`src/rtl/wb_init_pkg.sv`:
```
// Shared definitions for the Wishbone single-cycle initiator: FSM encoding and timer width.
package wb_init_pkg;

  localparam logic [1:0] ST_IDLE = 2'd0;
  localparam logic [1:0] ST_BUS  = 2'd1;
  localparam logic [1:0] ST_RESP = 2'd2;

  // Wide enough for any practical TIMEOUT value; the timer loads TIMEOUT-1.
  localparam int TMR_W = 16;

endpackage

```
`src/rtl/wb_initiator_if.sv`:
```
// Command, response and Wishbone master signal bundle for wb_initiator.
interface wb_initiator_if #(
  parameter int ADDR_W = 32
);
  logic              cmd_valid;
  logic              cmd_ready;
  logic              cmd_we;
  logic [ADDR_W-1:0] cmd_adr;
  logic [31:0]       cmd_dat;
  logic [3:0]        cmd_sel;

  logic              rsp_valid;
  logic              rsp_ready;
  logic [31:0]       rsp_dat;
  logic              rsp_err;

  logic              wbm_cyc_o;
  logic              wbm_stb_o;
  logic              wbm_we_o;
  logic [3:0]        wbm_sel_o;
  logic [ADDR_W-1:0] wbm_adr_o;
  logic [31:0]       wbm_dat_o;
  logic [31:0]       wbm_dat_i;
  logic              wbm_ack_i;

  modport master (
    input  cmd_valid, cmd_we, cmd_adr, cmd_dat, cmd_sel, rsp_ready, wbm_dat_i, wbm_ack_i,
    output cmd_ready, rsp_valid, rsp_dat, rsp_err,
           wbm_cyc_o, wbm_stb_o, wbm_we_o, wbm_sel_o, wbm_adr_o, wbm_dat_o
  );

  modport slave (
    output cmd_valid, cmd_we, cmd_adr, cmd_dat, cmd_sel, rsp_ready, wbm_dat_i, wbm_ack_i,
    input  cmd_ready, rsp_valid, rsp_dat, rsp_err,
           wbm_cyc_o, wbm_stb_o, wbm_we_o, wbm_sel_o, wbm_adr_o, wbm_dat_o
  );
endinterface

```
`src/rtl/wb_init_timer.sv`:
```
// Bus-wait timeout: down-counter loaded with TIMEOUT-1 while clear, expires at terminal count.
module wb_init_timer
  import wb_init_pkg::*;
#(
  parameter int TIMEOUT = 16
) (
  input  logic clk,
  input  logic rst,
  input  logic clear,
  input  logic enable,
  output logic expired
);

  localparam logic [TMR_W-1:0] LOAD = TMR_W'(TIMEOUT - 1);

  logic [TMR_W-1:0] count;

  always_ff @(posedge clk or posedge rst) begin
    if (rst) begin
      count <= '0;
    end else if (clear) begin
      count <= LOAD;
    end else if (enable && (count != '0)) begin
      count <= count - 1'b1;
    end
  end

  assign expired = enable && (count == '0);

endmodule

```
`src/rtl/wb_initiator.sv`:
```
// Wishbone classic single-cycle initiator: command in, one bus cycle, response out.
// Optional bus timeout enabled by defining WB_INIT_TIMEOUT_EN.
//
// state   | meaning
// IDLE    | ready for a command
// BUS     | cyc/stb asserted, waiting for ack (or timeout)
// RESP    | response held until rsp_ready
module wb_initiator
  import wb_init_pkg::*;
#(
  parameter int ADDR_W  = 32,
  parameter int TIMEOUT = 16
) (
  input  logic            wb_clk_i,
  input  logic            rst,
  wb_initiator_if.master  bus
);

  logic [1:0]        state;
  logic              cyc_q;
  logic              we_q;
  logic [3:0]        sel_q;
  logic [ADDR_W-1:0] adr_q;
  logic [31:0]       dat_q;
  logic              rsp_valid_q;
  logic [31:0]       rsp_dat_q;
  logic              timeout_hit;

`ifdef WB_INIT_TIMEOUT_EN
  logic rsp_err_q;

  wb_init_timer #(.TIMEOUT(TIMEOUT)) u_timer (
    .clk     (wb_clk_i),
    .rst     (rst),
    .clear   (state != ST_BUS),
    .enable  (state == ST_BUS),
    .expired (timeout_hit)
  );

  assign bus.rsp_err = rsp_err_q;
`else
  assign timeout_hit = 1'b0;
  assign bus.rsp_err = 1'b0;
`endif

  always_ff @(posedge wb_clk_i or posedge rst) begin
    if (rst) begin
      state       <= ST_IDLE;
      cyc_q       <= 1'b0;
      we_q        <= 1'b0;
      sel_q       <= '0;
      adr_q       <= '0;
      dat_q       <= '0;
      rsp_valid_q <= 1'b0;
      rsp_dat_q   <= '0;
`ifdef WB_INIT_TIMEOUT_EN
      rsp_err_q   <= 1'b0;
`endif
    end else begin
      case (state)
        ST_IDLE: begin
          if (bus.cmd_valid) begin
            we_q  <= bus.cmd_we;
            sel_q <= bus.cmd_sel;
            adr_q <= bus.cmd_adr;
            dat_q <= bus.cmd_dat;
            cyc_q <= 1'b1;
            state <= ST_BUS;
          end
        end
        ST_BUS: begin
          // Ack wins over a timeout on the same edge.
          if (bus.wbm_ack_i) begin
            cyc_q       <= 1'b0;
            rsp_dat_q   <= we_q ? 32'h0 : bus.wbm_dat_i;
            rsp_valid_q <= 1'b1;
`ifdef WB_INIT_TIMEOUT_EN
            rsp_err_q   <= 1'b0;
`endif
            state       <= ST_RESP;
          end else if (timeout_hit) begin
            cyc_q       <= 1'b0;
            rsp_dat_q   <= 32'h0;
            rsp_valid_q <= 1'b1;
`ifdef WB_INIT_TIMEOUT_EN
            rsp_err_q   <= 1'b1;
`endif
            state       <= ST_RESP;
          end
        end
        ST_RESP: begin
          if (bus.rsp_ready) begin
            rsp_valid_q <= 1'b0;
            state       <= ST_IDLE;
          end
        end
        default: state <= ST_IDLE;
      endcase
    end
  end

  assign bus.cmd_ready = (state == ST_IDLE);
  assign bus.wbm_cyc_o = cyc_q;
  assign bus.wbm_stb_o = cyc_q;
  assign bus.wbm_we_o  = we_q;
  assign bus.wbm_sel_o = sel_q;
  assign bus.wbm_adr_o = adr_q;
  assign bus.wbm_dat_o = dat_q;
  assign bus.rsp_valid = rsp_valid_q;
  assign bus.rsp_dat   = rsp_dat_q;

endmodule

```
`src/flat_wrapper.sv`:
```
// flat-port wrapper written by rule: the top's interface ports become plain ports
module wb_initiator_flat import wb_init_pkg::*;
#(
  parameter int ADDR_W  = 32,
  parameter int TIMEOUT = 16
)
  (wb_clk_i, rst, bus_cmd_valid, bus_cmd_we, bus_cmd_adr, bus_cmd_dat, bus_cmd_sel, bus_rsp_ready, bus_wbm_dat_i, bus_wbm_ack_i, bus_cmd_ready, bus_rsp_valid, bus_rsp_dat, bus_rsp_err, bus_wbm_cyc_o, bus_wbm_stb_o, bus_wbm_we_o, bus_wbm_sel_o, bus_wbm_adr_o, bus_wbm_dat_o);
  wb_initiator_if #(.ADDR_W(ADDR_W)) bus_i ();
  input  logic wb_clk_i;
  input  logic rst;
  input wire logic [$bits(bus_i.cmd_valid)-1:0] bus_cmd_valid;
  input wire logic [$bits(bus_i.cmd_we)-1:0] bus_cmd_we;
  input wire logic [$bits(bus_i.cmd_adr)-1:0] bus_cmd_adr;
  input wire logic [$bits(bus_i.cmd_dat)-1:0] bus_cmd_dat;
  input wire logic [$bits(bus_i.cmd_sel)-1:0] bus_cmd_sel;
  input wire logic [$bits(bus_i.rsp_ready)-1:0] bus_rsp_ready;
  input wire logic [$bits(bus_i.wbm_dat_i)-1:0] bus_wbm_dat_i;
  input wire logic [$bits(bus_i.wbm_ack_i)-1:0] bus_wbm_ack_i;
  output wire logic [$bits(bus_i.cmd_ready)-1:0] bus_cmd_ready;
  output wire logic [$bits(bus_i.rsp_valid)-1:0] bus_rsp_valid;
  output wire logic [$bits(bus_i.rsp_dat)-1:0] bus_rsp_dat;
  output wire logic [$bits(bus_i.rsp_err)-1:0] bus_rsp_err;
  output wire logic [$bits(bus_i.wbm_cyc_o)-1:0] bus_wbm_cyc_o;
  output wire logic [$bits(bus_i.wbm_stb_o)-1:0] bus_wbm_stb_o;
  output wire logic [$bits(bus_i.wbm_we_o)-1:0] bus_wbm_we_o;
  output wire logic [$bits(bus_i.wbm_sel_o)-1:0] bus_wbm_sel_o;
  output wire logic [$bits(bus_i.wbm_adr_o)-1:0] bus_wbm_adr_o;
  output wire logic [$bits(bus_i.wbm_dat_o)-1:0] bus_wbm_dat_o;
  assign bus_i.cmd_valid = bus_cmd_valid;
  assign bus_i.cmd_we = bus_cmd_we;
  assign bus_i.cmd_adr = bus_cmd_adr;
  assign bus_i.cmd_dat = bus_cmd_dat;
  assign bus_i.cmd_sel = bus_cmd_sel;
  assign bus_i.rsp_ready = bus_rsp_ready;
  assign bus_i.wbm_dat_i = bus_wbm_dat_i;
  assign bus_i.wbm_ack_i = bus_wbm_ack_i;
  assign bus_cmd_ready = bus_i.cmd_ready;
  assign bus_rsp_valid = bus_i.rsp_valid;
  assign bus_rsp_dat = bus_i.rsp_dat;
  assign bus_rsp_err = bus_i.rsp_err;
  assign bus_wbm_cyc_o = bus_i.wbm_cyc_o;
  assign bus_wbm_stb_o = bus_i.wbm_stb_o;
  assign bus_wbm_we_o = bus_i.wbm_we_o;
  assign bus_wbm_sel_o = bus_i.wbm_sel_o;
  assign bus_wbm_adr_o = bus_i.wbm_adr_o;
  assign bus_wbm_dat_o = bus_i.wbm_dat_o;
  wb_initiator #(.ADDR_W(ADDR_W), .TIMEOUT(TIMEOUT)) u_core (.wb_clk_i(wb_clk_i), .rst(rst), .bus(bus_i));
endmodule
```
`config.mk`:
```
export PLATFORM = sky130hd
export DESIGN_NAME = wb_initiator_flat
export DESIGN_NICKNAME = d
export VERILOG_FILES = /design/src/rtl/wb_init_pkg.sv /design/src/rtl/wb_initiator_if.sv /design/src/rtl/wb_init_timer.sv /design/src/rtl/wb_initiator.sv /design/src/flat_wrapper.sv
export SDC_FILE = /design/constraint.sdc
export NUM_CORES = 1
export LEC_CHECK = 0
export CORE_MARGIN = 2
export CORE_UTILIZATION = 40
export DETAILED_ROUTE_END_ITERATION = 10
export MAX_ROUTING_LAYER = met4
export PLACE_DENSITY_LB_ADDON = 0.2
export SYNTH_ARGS = -nofsm -noshare
export SYNTH_HDL_FRONTEND = slang
export SYNTH_HIERARCHICAL = 1
export SYNTH_SLANG_ARGS = --single-unit
```
`constraint.sdc`:
```
create_clock -name wb_clk_i -period 3.95 [get_ports wb_clk_i]
set_clock_uncertainty 0.2 [all_clocks]
set_input_delay 0.5925 -clock wb_clk_i [delete_from_list [all_inputs] [get_ports wb_clk_i]]
set_output_delay 0.5925 -clock wb_clk_i [all_outputs]
set_load 0.01 [all_outputs]
```
Word-level counts from Yosys, hierarchy flattened
Cells that the tools add are included.
{"block": "classes", "muxes": 11, "reduce_logical": 8, "eq_ne": 5}
{"op": "$mux 32", "count": 1}
{"op": "$reduce_and 3->1", "count": 3}
{"op": "$mux 2", "count": 3}
{"op": "$ne 2x2->1 const B", "count": 3}
{"op": "$pmux 2 s3", "count": 1}
{"op": "$mux 1", "count": 4}
{"op": "$pmux 1 s2", "count": 2}
{"op": "$reduce_and 2->1", "count": 2}
{"op": "$reduce_bool 2->1", "count": 2}
{"op": "$eq 2x1->1 const B", "count": 1}
{"op": "$eq 2x2->1 const B", "count": 1}
{"op": "$logic_not 2->1", "count": 1}
{"block": "word_totals", "wordCells": 32, "reg_bits": 105, "out_inout_bits": 106}

Longest topological paths before layout
Gate-level depths: netlist of the first run.
{"block": "logic_depth", "depth_word": 3, "ltp_mapped": 6, "mapped_depth_nobuf": 3}

Worst setup path before layout of the first run
No wires, ideal clock.
{"block": "synth_timing", "kind": "input to register", "from": "in bus_cmd_valid", "to": "reg u_core.dat_q[0], in the netlist u_core/bus.wbm_dat_o[0]", "path_buffers": 2, "setup_slack_ns": 2.162, "setup_time_ns": 0.127, "path_stages": 4, "t_arrival_ns": 1.461, "cell_sequence": "nor3b_4 -> buf_4 -> buf_6 -> mux2_1"}
{"block": "synth_between", "elab_chain_cells": 1}
{"element": "start, declared", "line_no": "flat_wrapper.sv:11", "rtl": "input wire logic [$bits(bus_i.cmd_valid)-1:0] bus_cmd_valid;"}
{"element": "$reduce_and 2->1 (no source line)"}
{"element": "end signal, assigned", "line_no": "wb_initiator.sv:66", "rtl": "dat_q <= bus.cmd_dat;"}
{"element": "end, declared", "line_no": "wb_initiator.sv:24", "rtl": "logic [31:0] dat_q;"}
Every way passes these cells.
A chain may end at the register's enable or synchronous reset.

Worst setup path after layout of the first run
{"block": "layout_timing", "from": "reg u_core.we_q, in the netlist u_core/bus.wbm_we_o", "to": "out bus_wbm_we_o"}
{"element": "start, declared", "line_no": "wb_initiator.sv:21", "rtl": "logic we_q;"}
{"element": "start signal, assigned", "line_no": "wb_initiator.sv:63", "rtl": "we_q <= bus.cmd_we;"}
{"element": "end, declared", "line_no": "flat_wrapper.sv:25", "rtl": "output wire logic [$bits(bus_i.wbm_we_o)-1:0] bus_wbm_we_o;"}
No word-level cell between the ends.

==> results of run 1 <==
[synthesized netlist by cell type, drive strengths merged]
cell type | count | area (µm²)
conb | 1 | 3.75
o21ai | 34 | 170
mux2 | 69 | 777
dfrtp | 105 | 2630
nand2 | 33 | 124
o31ai | 1 | 7.51
clkbuf | 5 | 18.8
nor3b | 1 | 18.8
nand2b | 32 | 200
nand3b | 1 | 7.51
inv | 3 | 11.3
mux2i | 1 | 10.0
buf | 15 | 87.6
nor2 | 3 | 11.3
a21oi | 3 | 15.0
[layer usage]
layer  wire length (µm)  global-route usage  up-vias
met5                  0                   -        -
met4                148              0.0619        0
met3                757              0.0499       12
met2               4750               0.301      135
met1               4230               0.233     1448
li1                   -                   -     1428
[metrics by stage]
step	power, mW	cell area [µm²]	util	cells
final	4.63	6480	0.657	647
after global routing	4.93	6480	0.657	647
after CTS	4.71	6480	0.657	647
after detailed placement	4.06	6300	0.639	633
after global placement	4.00	6300	0.639	633
after floorplan	2.74	4090	-	307
[path summary, 6_finish.rpt]
kind                                        startpoint                        to  slack (ns)  depth (start not counted)
worst max register to register         u_core/state[1]    u_core/bus.rsp_dat[17]        1.75                          4
max in group asynchronous                          rst  u_core/bus.wbm_dat_o[27]        2.34                          3
worst min register to register  u_core/bus.rsp_dat[20]    u_core/bus.rsp_dat[20]        0.29                          2
min in group asynchronous                          rst   u_core/bus.wbm_dat_o[7]        0.47                          2
worst max-delay path               u_core/bus.wbm_we_o              bus_wbm_we_o        1.29                          1
worst min-delay path            u_core/bus.rsp_dat[20]    u_core/bus.rsp_dat[20]        0.29                          2
[power breakdown]
group	internal, mW	switching [mW]
clock	0.287	0.341
sequential	1.58	0.307
combinational	1.33	0.786
[area by class of cell]
class / instances / area [µm²]
Fill cell: 791 / 3380
Sequential cell: 105 / 2630
Timing Repair Buffer: 213 / 2150
Multi-Input combinational cell: 179 / 1350
Tap cell: 133 / 166
Clock buffer: 9 / 124
Clock inverter: 5 / 58.8
Inverter: 3 / 13.8
[logic make-up after synthesis]
kind of cell / after synthesis
flops: 105
mux: 70
simple gates: 70
compound gates: 38
buf+inv: 23
other cells: 1
[sequential cells by signal, indices dropped and copies added (netlist names)]
signal,flops
u_core/state,2
u_core/bus.wbm_we_o,1
u_core/bus.wbm_dat_o,32
u_core/bus.wbm_sel_o,4
u_core/bus.rsp_valid,1
u_core/bus.wbm_cyc_o,1
u_core/bus.wbm_adr_o,32
u_core/bus.rsp_dat,32
==> impl_results.md, run 1 <==
* Ports at 212
* HP Class: reg2reg
* Slew Viols, Final at 0
* Netlist cell types at 19
* Final setup violation count at 0
* GPL Wtd Cong at 0.743
* Hold Vio Cnt, Final at 0
* Synthesis warning total at 6
* Routed wire per std cell at 15.3 µm
* Crit Path Class: reg2out
* Simple-gate portion of the synthesized area at 0.0884
* Hold-fix buffers, CTS at 0
* Setup WS post-layout at 1.29 ns
* # clock sinks at 105
* Mux contribution to synthesized area at 0.192
* Core Footprint at 0.00986 mm²
* Crit. End Element: primary output
* First-pass GRT wire length at 16000 µm
* Slew @ Worst Pin at 0.845 ns
* Synth Area in XOR/XNOR at 0
* Clk slew on worst S/H paths at 0.09 ns
* Clock tree buffer depth at 2
* RSZ-0062 raised after global routing: false
* Final period util at 0.673
* Sum of negative setup slack at 0 ns
* Arrival time at the worst endpoint at 1.87 ns
* Ratio of cells with drive above 1 in the final layout at 0.152
* Worst path slowest cell: dfrtp_1
* Mapped Area at 0.00409 mm²
* Startpoint types: register
* Site Rows at 36
* Vias in the first global route at 3145
* Fmax at 376 MHz
* Hold slack final at 0.287 ns
* Gate Count Post-Synth at 307
* CP Data Required Time at 3.16 ns
* Leakage at 2.67 nW
* GRT Util Overall at 0.188
* Post-synthesis adder-cell area fraction at 0
* CP max FO at 34
* Layout area overhead at 58.6%
* Most common cell after layout, fill and taps aside: clkdlybuf4s50_1
* Main combinational cell family by area after synthesis: multiplexers
* Global route total overflow at 0
* Iteration-0 DRC Markers at 60
* Die ar. at 0.0111 mm²
* Pwr Density at 714 mW/mm²
* CTS tree: built
* Post-CTS setup buffer count at 0
* Initial antenna violation count at 0
* Compound-Gate Fraction of Synth Area at 0.0471
* Largest net degree at the start of global routing at 70
* Num CTS Buffers at 9
* Initial cell density of the core at 0.415
* Sequential share of the synthesized area at 0.642
* Post-DRT Antenna Nets at 0
* Cell family with most CP delay: flip-flops
* First-pass detailed-route iteration total at 4
* Status: finished clean
* Maxcap violations at 0
* ANT cells at 0
* VDD IR max at 326 µV
* CP peak stage delay at 0.85 ns
* H-Tree Depth at 3
* Post-route minimum period at 2.66 ns
* Synth Area per Inst at 13.3 µm²
* Most frequent cells in the layout: 210 x clkdlybuf4s50_1, 105 x dfrtp_1, 59 x mux2_2
* I/O Buffers at 210
* Skew-Pair Late Insertion Delay at 0.34 ns
* Setup Slack @ Placement at 1.23 ns
* Slew margin rel. at 0.435
* Worst Path Buf+Inv at 1
* Clock Tree Root: clkbuf_8
* # resized after CTS at 0
* Fin nets at 617
* Remaining DRCs at 0
* Die Y at 105 µm
* Net Count, Synth at 413
* WL final at 9880 µm
* Post-DP HPWL at 7400 µm
* Total number of vias at 3023
* Crit path cell chain: clkdlybuf4s50_1
* FF+latch count, synth at 105
* DIE WIDTH at 105 µm
* DR vias/cell at 4.67
No activity file was read; power rests on OpenSTA's default activity.
==> run 2, diff against run 1 <==
CORE_UTILIZATION = 36   (was 40)
clock period = 2.31 ns   (was 3.95 ns; I/O delays follow)
==> impl_results.md, run 2 (same netlist as run 1, synthesis figures left out) <==
* Status: finished clean
* Hold Vio Cnt, Final at 0
* Clk slew on worst S/H paths at 0.07 ns
* Core Footprint at 0.0110 mm²
* Num CTS Buffers at 9
* Vias in the first global route at 3135
* Crit path cell chain: nor2_1 > clkdlybuf4s50_1
* Pwr Density at 1300 mW/mm²
* HP Class: in2async
* Final period util at 0.916
* Cell family with most CP delay: buffers and inverters
* Ratio of cells with drive above 1 in the final layout at 0.160
* DIE WIDTH at 111 µm
* Routed wire per std cell at 15.2 µm
* Post-CTS setup buffer count at 0
* Fin nets at 620
* Hold slack final at 0.234 ns
* Initial cell density of the core at 0.372
* Final setup violation count at 0
* DR vias/cell at 4.62
* GRT Util Overall at 0.173
* Post-route minimum period at 2.12 ns
* CP peak stage delay at 0.59 ns
* Total number of vias at 3046
* Remaining DRCs at 0
* H-Tree Depth at 3
* Most common cell after layout, fill and taps aside: clkdlybuf4s50_1
* Skew-Pair Late Insertion Delay at 0.35 ns
* DP Cell Count at 643
* Post-DP HPWL at 7250 µm
* Arrival time at the worst endpoint at 1.57 ns
* Placed Area at 0.00635 mm²
* Fmax at 473 MHz
* Clock Tree Root: clkbuf_16
* Worst path slowest cell: clkdlybuf4s50_1
* Slew @ Worst Pin at 0.565 ns
* CP Data Required Time at 1.76 ns
* Crit. End Element: primary output
* First-pass GRT wire length at 16400 µm
* Crit Path Class: reg2out
* Initial antenna violation count at 0
* Sum of negative setup slack at 0 ns
* Die ar. at 0.0122 mm²
* Slew margin rel. at 0.623
* Worst Path Buf+Inv at 1
* Most frequent cells in the layout: 210 x clkdlybuf4s50_1, 105 x dfrtp_1, 59 x mux2_2
* Maxcap violations at 0
* Setup WS post-layout at 0.195 ns
* Ports at 212
* Layout Cells excl Fill at 659
* Final Util at 0.611
* Setup Slack @ Placement at 0.174 ns
* Total chip power at 8.71 mW
* CP max FO at 7
* Global route total overflow at 0
* Slew Viols, Final at 0
* Post-DRT Antenna Nets at 0
* ANT cells at 0
* WL final at 10000 µm
* RSZ-0062 raised after global routing: false
* Layout area overhead at 64.1%
* Final instance area at 0.00671 mm²
* Leakage at 2.77 nW
* GPL Wtd Cong at 0.756
* VDD IR max at 610 µV
* Die Y at 111 µm
* Site Rows at 38
* # clock sinks at 105
* First-pass detailed-route iteration total at 4
* Startpoint types: register
* # resized after CTS at 0
* Clock tree buffer depth at 2
* CTS tree: built
* Largest net degree at the start of global routing at 66
* I/O Buffers at 210
* Hold-fix buffers, CTS at 0
* Iteration-0 DRC Markers at 145
-- run 2: changes by cell type in the layout (fill, tap and decap cells not counted), sizes merged --
cell,change
buf,+3
bufinv,+3
clkinv,-1
-- run 2: power by group --
part           internal (mW)  switching, mW  leakage, nW
combinational           2.30           1.39         1.33
clock                   1.17          0.673        0.176
sequential              2.70          0.461         1.27
-- run 2: path summary, 6_finish.rpt --
| check | end | startpoint | slack (ns) | cells after the start |
|---|---|---|---|---|
| setup / recovery | bus_cmd_ready | u_core/state[0] | 0.19 | 2 |
| hold / removal | u_core/state[0] | rst | 0.23 | 3 |
| setup reg to reg | u_core/bus.wbm_adr_o[2] | u_core/state[0] | 0.51 | 3 |
| hold reg to reg | u_core/bus.rsp_dat[22] | u_core/bus.rsp_dat[22] | 0.28 | 2 |
| max in group asynchronous | u_core/bus.wbm_dat_o[1] | rst | 1.17 | 3 |
| min in group wb_clk_i | u_core/bus.rsp_dat[22] | u_core/bus.rsp_dat[22] | 0.28 | 2 |
-- run 2: tightest hold or removal path: cells and delay by family --
kind	cells	cell delay [ns]
buffers and inverters	3	0.82
-- run 2: layout make-up --
type | instances | area, µm²
clock inverter | 7 | 141
inverter | 3 | 15.0
clock buffer | 9 | 225
sequential | 105 | 2630
fill | 901 | 4270
tap | 140 | 175
timing repair buffer | 216 | 2180
multi-input combinational | 179 | 1350
-- run 2: per-layer routing --
layer / up-vias / global-route usage / wire length [µm]
li1: 1441 / - / -
met3: 21 / 0.0598 / 809
met4: 0 / 0.0750 / 261
met5: - / - / 0
met1: 1444 / 0.215 / 4320
met2: 140 / 0.258 / 4610
==> run 3, diff against run 2 <==
clock period = 1.7 ns   (was 2.31 ns; I/O delays follow)
==> impl_results.md, run 3 (same netlist as run 1, synthesis figures left out) <==
* Status: finished clean
* Metal3 WL at 694 µm
* Total number of vias at 3044
* HP Class: in2async
* Arrival time at the worst endpoint at 1.21 ns
* Setup Slack @ Placement at -0.280 ns
* Fmax at 600 MHz
* # fillers at 889
* Site Rows at 38
* M1 WL at 4350 µm
* Routed length on met2 at 5030 µm
* ANT cells at 0
* Crit path cell chain: clkdlybuf4s50_1
* CP max FO at 2
* VDD IR max at 718 µV
* Num CTS Buffers at 9
* Setup WS post-layout at 0.0326 ns
* Pwr Density at 1600 mW/mm²
* GPL Wtd Cong at 0.751
* Ports at 212
* Skew-Pair Late Insertion Delay at 0.34 ns
* Routed wire per std cell at 15.1 µm
* Crit path from: u_core/bus.rsp_dat[13]
* Worst Path Buf+Inv at 1
* First-pass detailed-route iteration total at 4
* Core Footprint at 0.0110 mm²
* Final setup violation count at 0
* Post-DRT Antenna Nets at 0
* Crit Path Class: reg2out
* Die ar. at 0.0122 mm²
* Worst path slowest cell: clkdlybuf4s50_1
* Reg2reg start: u_core/state[1]
* Most common cell after layout, fill and taps aside: clkdlybuf4s50_1
* Post-DP HPWL at 7760 µm
* Initial cell density of the core at 0.372
* Final Util at 0.629
* CTS tree: built
* Initial antenna violation count at 0
* DR vias/cell at 4.54
* Remaining DRCs at 0
* Cell family with most CP delay: buffers and inverters
* Clock tree buffer depth at 2
* H-Tree Depth at 3
* Leakage at 3.54 nW
* Largest net degree at the start of global routing at 51
* # clock sinks at 105
* Startpoint types: register
* Hold-fix buffers, CTS at 0
* Final period util at 0.981
* CP Data Required Time at 1.24 ns
* Maxcap violations at 0
* Most frequent cells in the layout: 109 x clkdlybuf4s50_1, 105 x dfrtp_1, 59 x dlymetal6s2s_1, 59 x mux2_2, 41 x dlygate4sd2_1
* Iteration-0 DRC Markers at 53
* Final instance area at 0.00691 mm²
* GRT Util Overall at 0.169
* Die Y at 111 µm
* Post-route minimum period at 1.67 ns
* Vias in the first global route at 3205
* Hold Vio Cnt, Final at 0
* RSZ-0062 raised after global routing: true
* Global route total overflow at 0
* Layout area overhead at 68.9%
* Fin nets at 632
* Ratio of cells with drive above 1 in the final layout at 0.185
* Slew Viols, Final at 0
* CP peak stage delay at 0.53 ns
* I/O Buffers at 210
* Placed Area at 0.00647 mm²
* Clk slew on worst S/H paths at 0.07 ns
* WL final at 10100 µm
* Clock Tree Root: clkbuf_16
* First-pass GRT wire length at 16200 µm
* Top sig layer: met4
* DIE WIDTH at 111 µm
* Hold slack final at 0.0186 ns
* Crit. End Element: primary output
[run 3: cell count changes in the layout (fill, tap and decap cells not counted), sizes merged]
cell	previous run	this run
clkdlybuf4s50	210	109
dlymetal6s2s	0	59
dlygate4sd2	0	41
buf	6	19
bufinv	4	1
inv	3	5
clkbuf	9	10
clkinv	1	2
clkinvlp	2	1
[run 3: per-stage QoR]
step,power [mW],std cells,setup TNS [ns]
3_3_place_gp,9.43,653,-16.10
4_1_cts,11.4,670,0
2_1_floorplan,6.37,307,-1.53
6_report,11.0,671,0
5_1_grt,11.8,671,-0.429
3_5_place_dp,9.57,653,-16.80
[run 3: where the power goes]
group	internal [mW]	switching, mW	total (mW)
clock network	1.20	0.914	2.12
registers	3.67	0.556	4.23
logic	2.74	1.95	4.69
total	7.62	3.42	11.0
[run 3: what timing repair did]
| action | in CTS | in global routing |
|---|---|---|
| endpoints found under the hold margin | 0 | 0 |
| endpoints found under the setup margin | 42 | 80 |
| resized for setup | 45 | 63 |
| setup buffers | 1 | 1 |
[run 3: worst reg2reg max path: cells and delay by family (launching register included)]
family                 cells  cell delay, ns
buffers and inverters      2            0.33
AND/OR/NAND/NOR            1            0.23
multiplexers               1            0.35
flip-flops                 1            0.43
[run 3: area by class of cell]
cell class,count,area [µm²],share of cell area
Multi-Input combinational cell,179,1350,0.196
Tap cell,140,175,0.0254
Timing Repair Buffer,228,2430,0.351
Sequential cell,105,2630,0.380
Clock inverter,6,72.6,0.0105
Inverter,3,15.0,0.00217
Clock buffer,10,239,0.0346
[run 3: layer usage]
layer / up-vias / global-route usage
li1: 1465 / -
met1: 1449 / 0.209
met2: 125 / 0.275
met3: 5 / 0.0510
met4: 0 / 0.0375
met5: - / -
[run 3: path summary, 6_finish.rpt]
| path | end | slack, ns | cells after the start |
|---|---|---|---|
| min in group wb_clk_i | u_core/bus.rsp_dat[29] | 0.27 | 3 |
| hold / removal | u_core/bus.wbm_dat_o[15] | 0.02 | 2 |
| max in group asynchronous | u_core/bus.wbm_adr_o[21] | 0.80 | 3 |
| setup / recovery | bus_rsp_dat[13] | 0.03 | 1 |
| setup reg to reg | u_core/bus.wbm_adr_o[1] | 0.03 | 4 |
| hold reg to reg | u_core/bus.rsp_dat[6] | 0.27 | 2 |
